### config.mk
export PLATFORM = sky130hd
export DESIGN_NAME = bcd_display_ctrl
export DESIGN_NICKNAME = d
export VERILOG_FILES = /design/src/rtl/bcd_display_pkg.sv /design/src/rtl/seven_segment.sv /design/src/rtl/bcd_display_ctrl.sv
export SDC_FILE = /design/constraint.sdc
export NUM_CORES = 1
export LEC_CHECK = 0
export ABC_CLOCK_PERIOD_IN_PS = 3500
export BUFFER_PORTS_ARGS = -buffer_cell sky130_fd_sc_hd__buf_4
export CAP_MARGIN = 15
export CORE_ASPECT_RATIO = 1.5
export CORE_UTILIZATION = 58
export CTS_CLUSTER_DIAMETER = 120
export DETAILED_ROUTE_END_ITERATION = 8
export GPL_TIMING_DRIVEN = 0
export PLACE_DENSITY_LB_ADDON = 0.3
export SETUP_SLACK_MARGIN = 0.15
export SLEW_MARGIN = 25
export SYNTH_ARGS = -nofsm -noshare
export SYNTH_HDL_FRONTEND = slang
export SYNTH_SLANG_ARGS = --single-unit
export TNS_END_PERCENT = 100
### constraint.sdc
create_clock -name clk_i -period 3.5 [get_ports clk_i]
set_clock_uncertainty 0.05 [all_clocks]
set_input_delay 0.7 -clock clk_i [delete_from_list [all_inputs] [get_ports clk_i]]
set_output_delay 0.7 -clock clk_i [all_outputs]
set_load 0.01 [all_outputs]
### src/rtl/bcd_display_pkg.sv
// Shared constants for the BCD display controller: FSM encoding, datapath widths,
// the blank segment pattern and the double-dabble nibble adjust.
package bcd_display_pkg;

    localparam int NUM_W     = 10;
    localparam int SHIFT_CNT = 10;
    localparam int BCD_W     = 12;
    localparam int CNT_W     = 4;

    localparam logic [1:0] IDLE  = 2'd0;
    localparam logic [1:0] SHIFT = 2'd1;
    localparam logic [1:0] DONE  = 2'd2;

    // Segments are active-low, so all ones turns every segment off.
    localparam logic [6:0] SS_BLANK = 7'h7F;

    function automatic logic [BCD_W-1:0] dabble_adjust(input logic [BCD_W-1:0] bcd);
        logic [BCD_W-1:0] r;
        r = bcd;
        for (int i = 0; i < BCD_W / 4; i++) begin
            if (bcd[i*4 +: 4] >= 4'd5)
                r[i*4 +: 4] = bcd[i*4 +: 4] + 4'd3;
        end
        return r;
    endfunction

endpackage

### src/rtl/seven_segment.sv
// Single-digit BCD to active-low seven-segment decoder, bit order {g,f,e,d,c,b,a}.
// Codes above 9 turn every segment off.
module seven_segment
    import bcd_display_pkg::*;
(
    input  logic [3:0] digit,
    output logic [6:0] seg
);

    always_comb begin
        seg = SS_BLANK;
        case (digit)
            4'd0: seg = 7'h40;
            4'd1: seg = 7'h79;
            4'd2: seg = 7'h24;
            4'd3: seg = 7'h30;
            4'd4: seg = 7'h19;
            4'd5: seg = 7'h12;
            4'd6: seg = 7'h02;
            4'd7: seg = 7'h78;
            4'd8: seg = 7'h00;
            4'd9: seg = 7'h10;
            default: seg = SS_BLANK;
        endcase
    end

endmodule

### src/rtl/bcd_display_ctrl.sv
// Binary-to-BCD (double-dabble, one bit per cycle) driving three seven-segment digits.
// Optional build macro LEADING_ZERO_BLANK_EN blanks leading zero hundreds/tens digits.
module bcd_display_ctrl
    import bcd_display_pkg::*;
#(
    parameter int SAT_VAL = 999
) (
    input  logic             clk_i,
    input  logic             rst_i,
    input  logic [NUM_W-1:0] num_i,
    input  logic             valid_i,
    output logic             ready_o,
    output logic             done_o,
    output logic             ovf_o,
    output logic [6:0]       ss1_o,
    output logic [6:0]       ss2_o,
    output logic [6:0]       ss3_o
);

    logic [1:0]             state;
    logic [NUM_W-1:0]       bin_sr;
    logic [BCD_W-1:0]       bcd_work;
    logic [BCD_W-1:0]       disp;
    logic [CNT_W-1:0]       cnt;
    logic                   ovf;
    logic [BCD_W-1:0]       bcd_adj;
    logic [BCD_W+NUM_W-1:0] shifted;
    logic [6:0]             dec_units;
    logic [6:0]             dec_tens;
    logic [6:0]             dec_hund;

    function automatic logic [NUM_W-1:0] saturate(input logic [NUM_W-1:0] n);
        return (n > NUM_W'(SAT_VAL)) ? NUM_W'(SAT_VAL) : n;
    endfunction

    always_comb begin
        bcd_adj = dabble_adjust(bcd_work);
        shifted = {bcd_adj, bin_sr} << 1;
    end

    always_ff @(posedge clk_i) begin
        if (rst_i) begin
            state    <= IDLE;
            bin_sr   <= '0;
            bcd_work <= '0;
            disp     <= '0;
            cnt      <= '0;
            ovf      <= 1'b0;
        end else begin
            case (state)
                IDLE: begin
                    if (valid_i) begin
                        bin_sr   <= saturate(num_i);
                        bcd_work <= '0;
                        cnt      <= '0;
                        ovf      <= (num_i > 10'd999);
                        state    <= SHIFT;
                    end
                end
                SHIFT: begin
                    bcd_work <= shifted[BCD_W+NUM_W-1:NUM_W];
                    bin_sr   <= shifted[NUM_W-1:0];
                    cnt      <= cnt + 1'b1;
                    // Display only takes the finished result, never a partial one.
                    if (cnt == CNT_W'(SHIFT_CNT - 1)) begin
                        disp  <= shifted[BCD_W+NUM_W-1:NUM_W];
                        state <= DONE;
                    end
                end
                DONE:    state <= IDLE;
                default: state <= IDLE;
            endcase
        end
    end

    assign ready_o = (state == IDLE);
    assign done_o  = (state == DONE);
    assign ovf_o   = ovf;

    seven_segment u_ss_units (.digit(disp[3:0]),  .seg(dec_units));
    seven_segment u_ss_tens  (.digit(disp[7:4]),  .seg(dec_tens));
    seven_segment u_ss_hund  (.digit(disp[11:8]), .seg(dec_hund));

    always_comb begin
        ss1_o = dec_units;
        ss2_o = dec_tens;
        ss3_o = dec_hund;
`ifdef LEADING_ZERO_BLANK_EN
        if (disp[11:8] == 4'd0) begin
            ss3_o = SS_BLANK;
            if (disp[7:4] == 4'd0)
                ss2_o = SS_BLANK;
        end
`endif
    end

endmodule

==> out/results.ini <==
[sta]
final.period_utilization=0.888
relSlewSlack=0.457
tightest_slew_ns=0.811
max_freq_ghz=0.322
setup_viol=0
finalHoldViolations=0
layout_min_cycle_time_ns=3.11
rsz0062_at_grt=true
finalMaxSlewViolations=0
finalSetupTns_ns=0

[global_route]
antenna_found_initial=0
grt_pass1_vias=3001
grt.total_usage=0.294
grt_pass1_wl_um=13700
overflow=0
grt_max_degree=11

[synthesis]
synth_area_um2=3340
synth-edff-count=0
dominantRegCellSynth=dfxtp_1
ys_seq_area_frac=0.371
ys_types=52
yosysWarnings=0
synthArstFlopShare=0
syn_nets=432
synth_seq_cells=62
syn_area_per_cell_um2=8.45
syn_inst=396

[layout]
areaGrowthSynthToFinish_pct=16.4
final_cell_mix=62 x dfxtp_1, 45 x a21oi_1, 40 x nor2_1
antenna_cells=0
num-nets-final=479
final_common_cell=dfxtp_1
drive_above_1_share=0.165
final.fill_count=459

[clock_tree]
clkLatencyLatePin_ns=0.35
clockRootBuffer=clkbuf_8
clk_pin_slew_worst_paths_ns=0.07
cts_max_level=3
post_cts_resized=0
cts_buffers=9
cts.sinks=62
post_cts_buffers=0
clockBufferDepth=2
cts_tree=yes
cts_hold_buffers=0

[route]
drt-initial-drc-count=199
vias=3162
drcViolationCount=0
antenna_left=0
via_per_inst=6.10
wl_um=8270
first_pass_iters=5
wl_per_cell_um=16.0

[critical_path]
crit_type=register to register
path_max_fanout=10
worstPathCellList=ha_1 -> nand3b_1 -> nor2_2 -> buf_4 -> buf_2 -> nand2_1 -> a21oi_1 -> inv_1 -> ha_1 -> nor3_1 -> a21oi_1 -> a31oi_1
slowest_delay_ns=0.41
startpoint_type=register
crit_path_start=cnt[0]
cp-end-kind=register
cp.arrival_ns=3.34
r2r_start=cnt[0]
slowest_stage=dfxtp_1
worst_ep_required_time_ns=3.73

[pwr]
ir_worst_vdd_mv=0.260
power_density_nw_per_um2=364
p_leak_nw=1.50
power_mw=1.42

[place]
dp_hpwl_um=5750
place.gp.congestion=0.923
portBuffers=36

[floorplanning]
dieWidth_um=64
core_um2=5490
start_util=0.609
die_h_um=95
io_pins=37
dieArea_um2=6080
rows=33

[flow_run]
maxCapViolCount=0

[run_status]
outcome=finished clean

[min_path]
hold_class=register to register
holdCritStartpoint=bin_sr[2]

==> power breakdown <==
group	internal (mW)	switching, mW
Clock	0.324	0.272
Combinational	0.0354	0.0583
Sequential	0.718	0.00995
Total	1.08	0.340
==> synth_stat cells, types with 2 or more instances <==
cell type,number,area [um2]
mux2i_1,6,60.1
nand3_1,7,35.0
or3_1,2,12.5
o21a_1,7,52.6
a31oi_1,5,31.3
o211ai_1,2,15.0
a2111oi_0,2,17.5
a22oi_1,5,37.5
o21ai_0,19,95.1
o221a_2,4,45.0
a211oi_1,11,82.6
nor3b_1,5,37.5
a311oi_1,2,17.5
ha_1,23,288
nor2_1,41,154
clkbuf_1,17,63.8
dfxtp_1,62,1240
a211o_1,2,17.5
buf_4,2,15.0
nor3_2,2,20.0
nand4_1,2,12.5
a21oi_1,45,225
a222oi_1,2,20.0
o221ai_1,2,17.5
o32ai_2,2,32.5
nand2b_1,9,56.3
buf_2,6,30.0
and2_1,2,12.5
o31ai_1,2,15.0
nor3_1,10,50.1
nor2b_1,8,50.1
and3b_1,2,17.5
nand2_1,28,105
inv_1,23,86.3
nand3b_1,3,22.5
o32ai_1,8,70.1
==> layer usage <==
layer	share of wire	global-route usage	up-vias
met4	0.048	0.218	0
met2	0.50	0.502	120
li1	-	-	1517
met3	0.051	0.0652	47
met1	0.40	0.316	1478
met5	0	0	-
==> state kept, by name (all words and copies together) (netlist names) <==
register,cells
cnt,4
state,2
u_ss_tens.seg,7
disp,12
u_ss_hund.seg,7
ovf_o,1
bcd_work,12
bin_sr,10
u_ss_units.seg,7
==> worst max-delay path, delay by kind of cell, from the launching register on <==
family | cells | cell delay [ns]
and+or+nand+nor | 4 | 0.94
buffers and inverters | 3 | 0.69
adders and majority gates | 2 | 0.43
AOI/OAI and AO/OA | 3 | 0.50
DFF | 1 | 0.41
==> final timing paths <==
kind,end,slack (ns),depth (start not counted)
setup / recovery,u_ss_units.seg[4],0.39,12
hold / removal,bin_sr[2],0.43,2
setup reg to reg,u_ss_units.seg[4],0.39,12
hold reg to reg,bin_sr[2],0.43,2
==> cell type report <==
cell class | count | area [um2] | area share
multi-input cells | 285 | 1910 | 0.490
inverters | 23 | 86.3 | 0.0222
clock inverters | 5 | 50.0 | 0.0129
repair buffers | 36 | 270 | 0.0694
flip-flops and latches | 62 | 1240 | 0.319
clock buffers | 11 | 131 | 0.0338
well taps | 70 | 87.6 | 0.0225
plain buffers | 26 | 120 | 0.0309
==> per-stage QoR <==
step | worst slack [ns] | utilization | hold slack (ns) | std cells | instance area [um2]
floorplan | 0.816 | - | 0.386 | 396 | 3340
global placement | 0.328 | 0.674 | 0.394 | 502 | 3700
detailed placement | 0.303 | 0.674 | 0.409 | 502 | 3700
CTS | 0.283 | 0.707 | 0.421 | 518 | 3880
global route | 0.129 | 0.709 | 0.450 | 518 | 3890
finish | 0.392 | 0.709 | 0.425 | 518 | 3890
==> cells by family after synthesis <==
kind of cell | after synthesis | share of synthesized area
mux | 7 | 0.0213
fa+ha+maj | 23 | 0.0860
buf+inv | 49 | 0.0617
xor+xnor | 2 | 0.00524
flops | 62 | 0.371
simple gates | 124 | 0.184
compound gates | 129 | 0.270
Note: power is estimated with default switching activity, not from simulation.
